**config.mk**
```make
export PLATFORM = sky130hd
export DESIGN_NAME = ibuf_wr_packer
export DESIGN_NICKNAME = d
export VERILOG_FILES = /design/src/rtl/ibuf_wr_packer.sv
export SDC_FILE = /design/constraint.sdc
export NUM_CORES = 1
export LEC_CHECK = 0
export CORE_MARGIN = 5
export CORE_UTILIZATION = 48
export CTS_BUF_LIST = sky130_fd_sc_hd__clkbuf_2
export DETAILED_ROUTE_END_ITERATION = 16
export PLACE_DENSITY = 0.72
export SLEW_MARGIN = 0
export SYNTH_ARGS = -nofsm -noshare
export SYNTH_HDL_FRONTEND = slang
export SYNTH_SLANG_ARGS = --single-unit
```
**constraint.sdc**
```tcl
create_clock -name clk -period 5.55 [get_ports clk]
set_input_delay 1.665 -clock clk [delete_from_list [all_inputs] [get_ports clk]]
set_output_delay 1.665 -clock clk [all_outputs]
set_load 0.01 [all_outputs]
```
**src/rtl/ibuf_wr_packer.sv**
```systemverilog
// Packs a 64-bit activation stream into 256-bit ibuf words and writes them to consecutive
// ibuf addresses; one transfer per cfg_start, finishing with a one-cycle done pulse.
module ibuf_wr_packer #(
  parameter int unsigned DATA_W = 64,
  parameter int unsigned MEM_W  = 256,
  parameter int unsigned ADDR_W = 14
) (
  input  logic              clk,
  input  logic              reset,
  input  logic              cfg_start,
  input  logic [ADDR_W-1:0] cfg_base_addr,
  input  logic [ADDR_W:0]   cfg_num_words,
  input  logic              s_valid,
  input  logic [DATA_W-1:0] s_data,
  input  logic              s_last,
  output logic              s_ready,
  output logic              mem_write_req,
  output logic [ADDR_W-1:0] mem_write_addr,
  output logic [MEM_W-1:0]  mem_write_data,
  output logic              busy,
  output logic              done,
  output logic              err_short
);

  localparam int unsigned BEATS  = MEM_W / DATA_W;
  localparam int unsigned BEAT_W = (BEATS > 1) ? $clog2(BEATS) : 1;

  typedef enum logic [1:0] {StIdle, StRun, StFlush, StDone} state_e;

  state_e              state_q;
  logic [ADDR_W-1:0]   base_q;
  logic [ADDR_W:0]     num_q;
  logic [ADDR_W:0]     word_idx_q;
  logic [BEAT_W-1:0]   beat_q;
  logic [MEM_W-1:0]    pack_q;
  logic                last_q;
  logic                err_q;
  logic                req_q;
  logic [ADDR_W-1:0]   addr_q;
  logic [MEM_W-1:0]    data_q;
  logic                done_q;

  logic                accept;
  logic                word_full;
  logic                final_word;
  logic [MEM_W-1:0]    pack_next;
  logic [ADDR_W-1:0]   wr_addr;

  // No new beats once the producer has signalled s_last or every word is already issued.
  assign s_ready    = (state_q == StRun) && !last_q && (word_idx_q < num_q);
  assign accept     = s_valid && s_ready;
  assign word_full  = (beat_q == BEAT_W'(BEATS - 1));
  assign final_word = ((word_idx_q + (ADDR_W + 1)'(1)) == num_q);
  assign wr_addr    = base_q + word_idx_q[ADDR_W-1:0];

  always_comb begin
    pack_next = pack_q;
    pack_next[int'(beat_q) * DATA_W +: DATA_W] = s_data;
  end

  always_ff @(posedge clk or negedge reset) begin
    if (!reset) begin
      state_q    <= StIdle;
      base_q     <= '0;
      num_q      <= '0;
      word_idx_q <= '0;
      beat_q     <= '0;
      pack_q     <= '0;
      last_q     <= 1'b0;
      err_q      <= 1'b0;
      req_q      <= 1'b0;
      addr_q     <= '0;
      data_q     <= '0;
      done_q     <= 1'b0;
    end else begin
      req_q  <= 1'b0;
      done_q <= 1'b0;
      unique case (state_q)
        StIdle: begin
          if (cfg_start) begin
            base_q     <= cfg_base_addr;
            num_q      <= cfg_num_words;
            word_idx_q <= '0;
            beat_q     <= '0;
            pack_q     <= '0;
            last_q     <= 1'b0;
            err_q      <= 1'b0;
            if (cfg_num_words == '0) begin
              state_q <= StDone;
              done_q  <= 1'b1;
            end else begin
              state_q <= StRun;
            end
          end
        end
        StRun: begin
          if (accept) begin
            if (s_last) begin
              last_q <= 1'b1;
              if (!(word_full && final_word)) begin
                err_q <= 1'b1;
              end
            end
            if (word_full) begin
              req_q      <= 1'b1;
              addr_q     <= wr_addr;
              data_q     <= pack_next;
              word_idx_q <= word_idx_q + (ADDR_W + 1)'(1);
              beat_q     <= '0;
              pack_q     <= '0;
            end else begin
              pack_q <= pack_next;
              beat_q <= beat_q + BEAT_W'(1);
              if (s_last) begin
                state_q <= StFlush;
              end
            end
          end else if (last_q || (word_idx_q == num_q)) begin
            state_q <= StDone;
            done_q  <= 1'b1;
          end
        end
        StFlush: begin
          // Partial word: lanes never written are still zero from the last clear.
          req_q      <= 1'b1;
          addr_q     <= wr_addr;
          data_q     <= pack_q;
          word_idx_q <= word_idx_q + (ADDR_W + 1)'(1);
          beat_q     <= '0;
          pack_q     <= '0;
          state_q    <= StDone;
          done_q     <= 1'b1;
        end
        StDone: begin
          state_q <= StIdle;
        end
        default: begin
          state_q <= StIdle;
        end
      endcase
    end
  end

  assign mem_write_req  = req_q;
  assign mem_write_addr = addr_q;
  assign mem_write_data = data_q;
  assign busy           = (state_q == StRun) || (state_q == StFlush);
  assign done           = done_q;
  assign err_short      = err_q;

endmodule

```
==> key figures <==
Outcome
  – Outcome: finished clean

Clock network
  – Number of buffers inserted for hold repair after clock tree synthesis: 0
  – Clock latency on the worst-skew pair: 1.29 ns
  – Root buffer cell: sky130_fd_sc_hd__clkbuf_2
  – TritonCTS buffer count: 149
  – Sink Count: between 500 and 600
  – Maximum clock insertion buffer count: 3
  – Clk slew on worst S/H paths: between 0.1 and 0.15 ns
  – Total number of H-tree levels: 4
  – Clock tree from TritonCTS: done

Setup path
  – Critical setup path kind: flop to output pin
  – Number of buffer and inverter stages on the critical path: 1
  – Reg-to-reg critical path startpoint: word_idx_q[6]
  – Crit-path max FO: 13
  – CP Capture Type: output pin
  – Slowest Stage Delay on Critical Path: 0.66 ns
  – WP data arrival: around 3.5 ns
  – Reg-to-Reg End: mem_write_data[126]
  – Worst endpoint required time: approximately 3.9 ns
  – Worst reg2reg path depth: 9
  – Critical Path Source Type: flop
  – Worst path top cell family by delay: compound AO/OA/AOI/OAI gates
  – Setup slack of the most critical reg-to-reg path: roughly 1.4 ns
  – Highest-delay cell along the critical path: sky130_fd_sc_hd__dfrtp_1
  – Worst path cell trace: ha_1 > and4_1 > o311a_1 > a2111o_2 > a21oi_1 > dlygate4sd2_1

Global routing
  – Vias in the first global route: 20300
  – Global-route wire length before repair: about 120000 um
  – Maximum number of pins on one net before global-route repair: between 100 and 150
  – Antenna violations before repair: 5
  – Total gr overflow: 0
  – Overall global routing resource usage: 0.263

Floorplan
  – Floorplan die area: 0.0583 mm^2
  – Starting utilization of the core area: 0.487
  – Row Count: 84
  – Placeable core region: roughly 0.053 mm^2
  – Die X: approximately 240 um
  – Number of placed I/O pins: 373
  – Die Ht: around 240 um

STA
  – Hold Fails Final Rpt: 0
  – Transition at the pin with the smallest max-transition slack: between 1 and 1.5 ns
  – Max Clk Rate: 0.194 GHz
  – Worst slew margin relative to its limit: 0.247
  – Smallest hold slack: between 0.4 and 0.5 ns
  – Number of failing setup endpoints in the final timing report: 0
  – Total Negative Setup Slacks: 0 ns
  – Final period util: 0.930
  – Max-slew violation count: 0
  – Period minus WS final: between 5 and 6 ns
  – Setup skew after layout: between 0.07 and 0.08 ns
  – Setup repair after global routing missed its margin: false

Synthesis
  – Post-Synthesis Net Count: 2106
  – Per-instance average area after synthesis: ~13 um^2
  – Post-synthesis cell type with the largest combined area: sky130_fd_sc_hd__dfrtp_1
  – Post-synthesis instance area: about 0.026 mm^2
  – Async set-or-reset flop fraction in the synthesized netlist: 1.00
  – Most frequent cell after synthesis: sky130_fd_sc_hd__dfrtp_1
  – Commonest cells post-synth: 578 x sky130_fd_sc_hd__dfrtp_1, 512 x sky130_fd_sc_hd__a22o_1, 296 x sky130_fd_sc_hd__mux2_2, 99 x sky130_fd_sc_hd__clkbuf_1, 65 x sky130_fd_sc_hd__buf_1
  – Synth top area share: 0.562
  – Fraction of the yosys area taken by sequential cells: 0.562
  – Leading register cell type out of synthesis: sky130_fd_sc_hd__dfrtp_1
  – Number of instances in the synthesized netlist: 1967
  – Syn. warnings: 0
  – #FFs+latches synth: 578
  – EDFF count, synth: 0
  – Top cells by area, synth: sky130_fd_sc_hd__dfrtp_1 56%, sky130_fd_sc_hd__a22o_1 17%, sky130_fd_sc_hd__mux2_2 13%, sky130_fd_sc_hd__ha_1 1.9%, sky130_fd_sc_hd__clkbuf_1 1.4%
  – Count of different cell masters after synthesis: a little under 60

Final layout
  – Final instance area: roughly 0.031 mm^2
  – Share of post-route cells with drive strength above 1: 0.242
  – NumNets Final: between 2000 and 2500
  – Area Growth Syn to Fin: 21.8%
  – Final instance count without filler cells: approximately 3100

Power and ir drop
  – Internal portion of total power: roughly 8200 uW
  – Gate power share: 0.396
  – Total power consumption of the routed design: 13400 uW
  – Switching pwr: between 5000 and 6000 uW
  – Proportion of power drawn by flip-flops and latches: 0.382
  – Total power density per cell area: 429 mW/mm^2
  – Share of power burned in the clock network: 0.222
  – Fraction of power spent switching nets: 0.393
  – Worst vdd rail ir drop: approximately 0.53 mV
  – Static Leakage: approximately 0.015 uW

Place
  – Placed cells: between 2000 and 3000
  – Area after DPL: around 0.03 mm^2
  – Number of buffers inserted by port buffering: about 370
  – Placer Congestion: just under 0.9
  – Estimated wirelength of the detail-placed design: between 40000 and 50000 um

Worst hold path
  – Hold crit path type: input port to async pin

Detailed routing
  – Max layer used: met5
  – Detailed-routing wirelength on met1: ~33000 um
  – Remaining DRCs: 0
  – Met2 wire length: roughly 37000 um
  – Wire length per cell after detailed routing: ~25 um
  – Met3 wire len: 5360 um
  – Drt total wl: about 78000 um
  – Total via count after detailed routing: 19200
  – Via count normalized by instance count: 6.17
  – First drt pass iteration count: 5
  – DRT iter0 DRCs: 1591
  – Antenna Nets Post-Route: 0

Job
  – Maxcap violations: 0
layer usage:
metal  vias up  track usage
li1       8226            -
met1      9994        0.356
met2       836        0.420
met3       129       0.0600
met4         4       0.0958
met5         -            0
state kept, by name, indices dropped and copies added, names as in the netlist:
signal          count
beat_q              2
base_q             14
mem_write_addr     14
last_q              1
state_q             2
mem_write_req       1
num_q              15
err_short           1
pack_q            256
mem_write_data    256
word_idx_q         15
done                1
logic make-up (layout without fill, tap and decap cells):
| kind of cell | after synthesis | count (layout) | share of synthesized area |
|---|---|---|---|
| adder cells (fa/ha/maj) | 41 | 41 | 0.0202 |
| buffers and inverters | 249 | 700 | 0.0406 |
| AND/OR/NAND/NOR | 140 | 140 | 0.0305 |
| other | 0 | 3 | 0 |
| flip-flops | 578 | 578 | 0.562 |
| XOR/XNOR | 29 | 29 | 0.00987 |
| multiplexers | 302 | 302 | 0.132 |
| AO/OA/AOI/OAI | 628 | 628 | 0.205 |
worst max-delay path by stage:
stage	startpoint	to	slack, ns	cells past startpoint
6_report	word_idx_q[6]	s_ready	0.39	6
4_1_cts	num_q[2]	s_ready	0.19	7
2_1_floorplan	num_q[2]	s_ready	1.90	7
3_5_place_dp	s_valid	mem_write_data[220]	1.0	7
5_1_grt	num_q[2]	s_ready	0.11	7
3_3_place_gp	s_valid	mem_write_data[48]	1.03	7
stage by stage:
stage                      util  setup WS [ns]
after floorplan               -           1.90
after global placement    0.567           1.03
after detailed placement  0.567          0.995
after CTS                 0.593          0.185
after global routing      0.593          0.111
final                     0.593          0.390
layout by cell type (no fill, tap or decap), types with 9 or more instances in the layout:
cell / instances
sky130_fd_sc_hd__a21oi_1: 22
sky130_fd_sc_hd__a22o_1: 512
sky130_fd_sc_hd__buf_12: 13
sky130_fd_sc_hd__buf_4: 27
sky130_fd_sc_hd__clkbuf_2: 206
sky130_fd_sc_hd__clkdlybuf4s50_1: 370
sky130_fd_sc_hd__clkinv_1: 33
sky130_fd_sc_hd__dfrtp_1: 577
sky130_fd_sc_hd__ha_1: 40
sky130_fd_sc_hd__inv_1: 31
sky130_fd_sc_hd__mux2_2: 296
sky130_fd_sc_hd__nand2_1: 26
sky130_fd_sc_hd__nand3_1: 17
sky130_fd_sc_hd__nand4_1: 9
sky130_fd_sc_hd__nor2_1: 20
sky130_fd_sc_hd__o21ai_0: 26
sky130_fd_sc_hd__o31ai_1: 21
sky130_fd_sc_hd__xnor2_1: 21
area by class of cell:
| cell class | instances | area (um^2) |
|---|---|---|
| fillers | 4282 | 21500 |
| clock inverters | 49 | 319 |
| repair buffers | 412 | 4190 |
| inverters | 33 | 124 |
| well taps | 688 | 861 |
| diodes | 3 | 7.51 |
| multi-input cells | 1140 | 10300 |
| flip-flops and latches | 578 | 14500 |
| clock buffers | 206 | 1030 |
repair_timing:
action | 4_1_cts | 5_1_grt
gates resized for setup | 3 | 0
setup buffers | 1 | 0
endpoints found under the setup margin | 1 | 0
power by group through the flow:
stage	Sequential [uW]	Clock, uW	Combinational, uW
finish	5140	2990	5320
global route	5190	3290	5650
CTS	5140	3080	5330
detailed placement	5220	0	5300
global placement	5200	0	5230
floorplan	5180	0	3260
No activity file was read; power rests on OpenSTA's default activity.
